===== src/rtl/div_seq_unit.sv =====
// -----------------------------------------------------------------------------
// div_seq_unit
//  Multi-cycle restoring divider feeding the HiLo register.
//  ALU control issues a DIVU/DIV funct together with a one-cycle start pulse.
//  The block produces one quotient bit per cycle and returns
//  DivAns = {remainder, quotient}, so Hi = remainder and Lo = quotient.
//
//  Optional feature macro: SIGNED_DIV_EN
//   - defined:   FUNCT_DIV performs a signed divide. Magnitudes are taken at
//                capture, and the signs are corrected when entering DONE.
//   - undefined: FUNCT_DIV behaves exactly like FUNCT_DIVU (no sign logic).
//
//  Ports
//   clk     in   1        rising-edge clock
//   reset   in   1        synchronous, active-low reset
//   start   in   1        one-cycle request, sampled only in IDLE
//   Signal  in   6        funct field, sampled with start
//   dataA   in   WIDTH    dividend, sampled with start
//   dataB   in   WIDTH    divisor, sampled with start
//   busy    out  1        high in RUN and DONE
//   done    out  1        one-cycle pulse; DivAns is valid in this cycle
//   DivAns  out  2*WIDTH  {remainder, quotient}; holds until next DONE/reset
//
//  Handshake: a request is accepted when start is high in an IDLE cycle and
//  Signal is a divide funct. The cycle after acceptance busy rises. start is
//  ignored while busy (no queueing, no restart). Exactly WIDTH+1 cycles after
//  the accepting cycle, done pulses for one cycle with DivAns already valid.
//  Then busy drops on the following cycle.
// -----------------------------------------------------------------------------
module div_seq_unit #(
  parameter int          WIDTH      = 32,
  parameter logic [5:0]  FUNCT_DIVU = 6'b011011,
  parameter logic [5:0]  FUNCT_DIV  = 6'b011010
) (
  input  logic               clk,
  input  logic               reset,
  input  logic               start,
  input  logic [5:0]         Signal,
  input  logic [WIDTH-1:0]   dataA,
  input  logic [WIDTH-1:0]   dataB,
  output logic               busy,
  output logic               done,
  output logic [2*WIDTH-1:0] DivAns
);

  localparam int CW = $clog2(WIDTH) + 1;

  localparam logic [1:0] IDLE = 2'd0;
  localparam logic [1:0] RUN  = 2'd1;
  localparam logic [1:0] DONE = 2'd2;

  logic [1:0]       state;
  logic [WIDTH-1:0] qReg;
  logic [WIDTH-1:0] divReg;
  logic [WIDTH:0]   remReg;
  logic [CW-1:0]    count;

  logic             accept;
  logic             lastIter;
  logic [WIDTH+1:0] trial;
  logic             trialNeg;
  logic [WIDTH:0]   nextRem;
  logic [WIDTH-1:0] nextQ;
  logic [WIDTH-1:0] capA;
  logic [WIDTH-1:0] capB;
  logic [WIDTH-1:0] finalQ;
  logic [WIDTH-1:0] finalR;

  assign accept   = (state == IDLE) && start &&
                    ((Signal == FUNCT_DIVU) || (Signal == FUNCT_DIV));
  assign lastIter = (count == CW'(WIDTH - 1));
  assign busy     = (state != IDLE);
  assign done     = (state == DONE);

  // The trial subtraction is one bit wider than the remainder so that its MSB
  // is a clean borrow flag even when {rem, qbit} reaches 2*divisor-1.
  always_comb begin
    trial    = {remReg, qReg[WIDTH-1]} - {2'b00, divReg};
    trialNeg = trial[WIDTH+1];
    nextRem  = trialNeg ? {remReg[WIDTH-1:0], qReg[WIDTH-1]} : trial[WIDTH:0];
    nextQ    = {qReg[WIDTH-2:0], ~trialNeg};
  end

`ifdef SIGNED_DIV_EN
  logic             negQ;
  logic             negR;
  logic             divZero;
  logic [WIDTH-1:0] origA;
  logic             isSigned;

  always_comb begin
    isSigned = (Signal == FUNCT_DIV);
    capA     = (isSigned && dataA[WIDTH-1]) ? -dataA : dataA;
    capB     = (isSigned && dataB[WIDTH-1]) ? -dataB : dataB;
  end

  // A zero divisor bypasses sign correction: quotient all ones and the
  // remainder is the original (signed) dividend, matching the unsigned case.
  always_comb begin
    if (divZero) begin
      finalQ = '1;
      finalR = origA;
    end else begin
      finalQ = negQ ? -nextQ : nextQ;
      finalR = negR ? -nextRem[WIDTH-1:0] : nextRem[WIDTH-1:0];
    end
  end

  always_ff @(posedge clk) begin
    if (!reset) begin
      negQ    <= 1'b0;
      negR    <= 1'b0;
      divZero <= 1'b0;
      origA   <= '0;
    end else if (accept) begin
      negQ    <= isSigned && (dataA[WIDTH-1] ^ dataB[WIDTH-1]);
      negR    <= isSigned && dataA[WIDTH-1];
      divZero <= (dataB == '0);
      origA   <= dataA;
    end
  end
`else
  // With a zero divisor the restoring loop naturally yields quotient all
  // ones and remainder = dividend, so no special case is needed here.
  always_comb begin
    capA   = dataA;
    capB   = dataB;
    finalQ = nextQ;
    finalR = nextRem[WIDTH-1:0];
  end
`endif

  always_ff @(posedge clk) begin
    if (!reset) begin
      state  <= IDLE;
      qReg   <= '0;
      divReg <= '0;
      remReg <= '0;
      count  <= '0;
      DivAns <= '0;
    end else begin
      case (state)
        IDLE: begin
          if (accept) begin
            qReg   <= capA;
            divReg <= capB;
            remReg <= '0;
            count  <= '0;
            state  <= RUN;
          end
        end
        RUN: begin
          qReg   <= nextQ;
          remReg <= nextRem;
          count  <= count + CW'(1);
          if (lastIter) begin
            // Result is registered on the edge into DONE so it is valid
            // during the done pulse.
            DivAns <= {finalR, finalQ};
            state  <= DONE;
          end
        end
        DONE: begin
          state <= IDLE;
        end
        default: begin
          state <= IDLE;
        end
      endcase
    end
  end

endmodule


===== config.mk =====
export PLATFORM = sky130hd
export DESIGN_NAME = div_seq_unit
export DESIGN_NICKNAME = d
export VERILOG_FILES = /design/src/rtl/div_seq_unit.sv
export SDC_FILE = /design/constraint.sdc
export NUM_CORES = 1
export LEC_CHECK = 0
export BUFFER_PORTS_ARGS = -buffer_cell sky130_fd_sc_hd__buf_2
export CORE_ASPECT_RATIO = 1.1
export CORE_MARGIN = 8
export CORE_UTILIZATION = 55
export DETAILED_ROUTE_END_ITERATION = 10
export PLACE_DENSITY = 0.87
export RECOVER_POWER = 25
export SLEW_MARGIN = 20
export SYNTH_ARGS = -nofsm -noshare
export SYNTH_HDL_FRONTEND = slang
export SYNTH_SLANG_ARGS = --single-unit

===== constraint.sdc =====
create_clock -name clk -period 6.4 [get_ports clk]
set_clock_uncertainty 0.15 [all_clocks]
set_input_delay 0.96 -clock clk [delete_from_list [all_inputs] [get_ports clk]]
set_output_delay 0.96 -clock clk [all_outputs]
set_load 0.01 [all_outputs]

==> flow_metrics.py <==
metrics = {
    "placed_design": {
        "io_buffers": 137,
        "dpl.hpwl_um": 14540,
        "gp_congestion": 0.9064,
    },
    "floorplanning": {
        "start_util_pct": 56.01,
        "dieWidth_um": 131.4,
        "core_sq_um": 14390,
        "num_io_pins": 139,
        "fp-row-count": 46,
        "dieArea_sq_um": 18790,
        "die_y_um": 143.0,
    },
    "setup_path": {
        "crit_chain": "inv_1 > ha_1 > nor2b_1 > o2111ai_1 > a211oi_2 > nor3b_2 > nor2_2 > a41oi_4 > xnor2_4 > buf_4 > mux2i_1 > a21oi_1",
        "cp_num_cells": 12,
        "rr_endpoint": "DivAns[33]",
        "cp-start-kind": "flip-flop",
        "path_max_fanout": 18,
        "crit_path_start": "divReg[1]",
        "crit_family": "compound AO/OA/AOI/OAI gates",
        "end_kind": "flip-flop",
        "slowest_stage": "xnor2_4",
        "r2r_setup_slack_ns": 2.59,
        "path_buf_inv": 2,
        "crit_required_ns": 6.55,
        "rr_worst_depth": 12,
        "r2r_start": "divReg[1]",
        "arrival_ns": 3.96,
        "max_stage_delay_ns": 0.67,
        "critical_path_class": "flip-flop to flip-flop",
        "endpoint": "DivAns[33]",
    },
    "drt": {
        "routed_wirelength_um": 21300,
        "routedWlPerCell_um": 16.18,
        "vias": 7510,
        "drt_iter0_markers": 490,
        "drc": 0,
        "drtAntennaViolNets": 0,
        "avgViaCountPerCell": 5.707,
        "dr.pass1.iters": 5,
    },
    "global_routing": {
        "grt_pass1_vias": 7526,
        "grt_first_pass_wirelength_um": 35400,
        "antenna_found_initial": 3,
        "grt_max_degree": 74,
        "grt.total_usage_pct": 22.76,
        "grt_overflow": 0,
    },
    "timing": {
        "final_hold_viol_count": 0,
        "fmax_mhz": 262.5,
        "tns_ns": 0,
        "finalSetupViolCount": 0,
        "maxSlewViolCount": 0,
        "min_period_over_period_pct": 59.52,
        "slew_headroom_pct": 43.12,
        "worstMarginPinSlew_ns": 0.8532,
        "min_period_ns": 3.809,
        "rsz0062_at_grt": "false",
    },
    "final_layout": {
        "final_common_cell": "nand2_1",
        "fill_cells": 1218,
        "final_cell_mix": "nand2_1, dfxtp_1, a21oi_1",
        "antenna_cells": 0,
        "drive_gt1_share_pct": 12.37,
        "nets": 1218,
        "syn2layout_area_growth_pct": 16.04,
        "postLayoutCoreUtil_pct": 64.99,
    },
    "clocking": {
        "hold_buffers": 0,
        "insertion_delay_ns": 0.44,
        "cts_tree": "built",
        "cts-root-buf": "clkbuf_16",
        "ctsHtreeMaxLevel": 4,
        "clock_path_buffers": 2,
        "cts.sinks": 169,
        "numCtsBuffers": 17,
        "postCtsSetupBuffers": 0,
        "cts.repair.resized": 0,
        "clk_pin_slew_worst_paths_ns": 0.07,
    },
    "synthesis": {
        "yosysWarnings": 0,
        "syn_nets": 1113,
        "ys_seq_elements": 169,
        "synth.avg_cell_area_sq_um": 8.011,
        "ys_types": 60,
        "synth-edff-count": 0,
        "seq_area_frac_synth_pct": 41.98,
        "async_flop_share_pct": 0,
        "syn_inst": 1006,
        "syn_area_sq_um": 8059,
        "yosys_most_used_dff": "dfxtp_1",
    },
    "hold_path": {
        "whs_path_depth": 2,
        "hp-class": "flip-flop to flip-flop",
    },
    "power_and_ir_drop": {
        "p_leak_nw": 3.742,
        "power.density_nw_per_um2": 253.4,
        "ir_drop_v": 0.0001607,
    },
    "run_status": {
        "status": "finished, final reports clean",
    },
    "flow_run": {
        "max_cap_viol_count": 0,
    },
}
Yosys cell counts, types with 4 or more instances:
master	n	share of area [%]
a21oi_1	129	8.0
inv_1	35	1.6
o21ai_0	43	2.7
o221ai_1	31	3.4
dfxtp_1	169	42
nand2_1	191	8.9
buf_2	6	0.37
clkbuf_1	50	2.3
o21ai_1	46	2.9
nor2b_1	7	0.54
nand2b_1	4	0.31
nand3_1	11	0.68
and3_1	4	0.31
nor3_1	5	0.31
ha_1	33	5.1
nor2_1	91	4.2
xor2_1	9	0.98
a211o_1	6	0.65
xnor2_1	16	1.7
o21a_1	8	0.75
nand4_1	10	0.78
buf_1	4	0.19
a21o_1	11	1.0
mux2i_1	31	3.9
a211oi_1	6	0.56
how the worst min path moves through the flow:
stage	slack (ns)	from	endpoint
5_1_grt	0.32	divReg[27]	divReg[27]
3_5_place_dp	0.29	DivAns[24]	DivAns[24]
6_report	0.30	DivAns[24]	DivAns[24]
4_1_cts	0.30	DivAns[24]	DivAns[24]
2_1_floorplan	0.29	divReg[10]	divReg[10]
3_3_place_gp	0.29	DivAns[1]	DivAns[1]
metrics by stage:
step	instances	power, mW	hold slack (ns)	worst slack (ns)	instance area (sq um)
2_1_floorplan	1006	1.271	0.2863	3.605	8059
3_3_place_gp	1284	1.325	0.2888	2.630	8816
3_5_place_dp	1284	1.330	0.2934	2.569	8816
4_1_cts	1316	2.381	0.3033	2.531	9424
5_1_grt	1316	2.454	0.3228	2.296	9351
6_report	1316	2.370	0.3043	2.591	9351
power by group:
part           switching, mW  internal, mW  total [mW]
clock network          0.455         0.607        1.06
logic                  0.139         0.103       0.243
registers            0.00594          1.06        1.07
total                  0.600          1.77        2.37
flip-flops by register name, indices dropped and copies added, names as in the netlist:
signal and cells:
state 2, remReg 33, count 6, qReg 32, divReg 32, DivAns 64
final cells by class:
type / instances / area (sq um) / area share [%]
clock buffer: 19 / 452.9 / 4.843
clock inverter: 13 / 155.1 / 1.659
inverter: 36 / 135.1 / 1.445
multi-input combinational: 738 / 4282 / 45.79
sequential: 169 / 3383 / 36.18
tap: 192 / 240.2 / 2.569
timing repair buffer: 149 / 703.2 / 7.519
routing by layer:
layer	vias to the layer above	share of wire [%]	wire [um]	global-route usage, %
met3	44	7.0	1497	8.046
met2	228	49	10400	39.84
met1	3523	42	8875	24.67
met5	-	0.19	41	0
met4	6	2.3	484	9.437
li1	3709	-	-	-
worst reg2reg max path: cells and delay by family (launching register included):
kind | cells | cell delay [ns]
compound gates | 4 | 0.85
xor+xnor | 1 | 0.67
buf+inv | 2 | 0.51
simple gates | 3 | 0.51
mux | 1 | 0.37
flops | 1 | 0.33
fa+ha+maj | 1 | 0.28
cell families (layout without fill, tap and decap cells):
kind of cell / count (synthesis) / count (layout) / synth area share (%)
XOR/XNOR: 26 / 26 / 3.059
multiplexers: 32 / 32 / 3.990
flip-flops: 169 / 169 / 41.98
buffers and inverters: 99 / 217 / 4.984
adder cells (fa/ha/maj): 34 / 34 / 5.372
AND/OR/NAND/NOR: 340 / 340 / 17.64
AO/OA/AOI/OAI: 306 / 306 / 22.98
No activity file was read; power rests on OpenSTA's default activity.
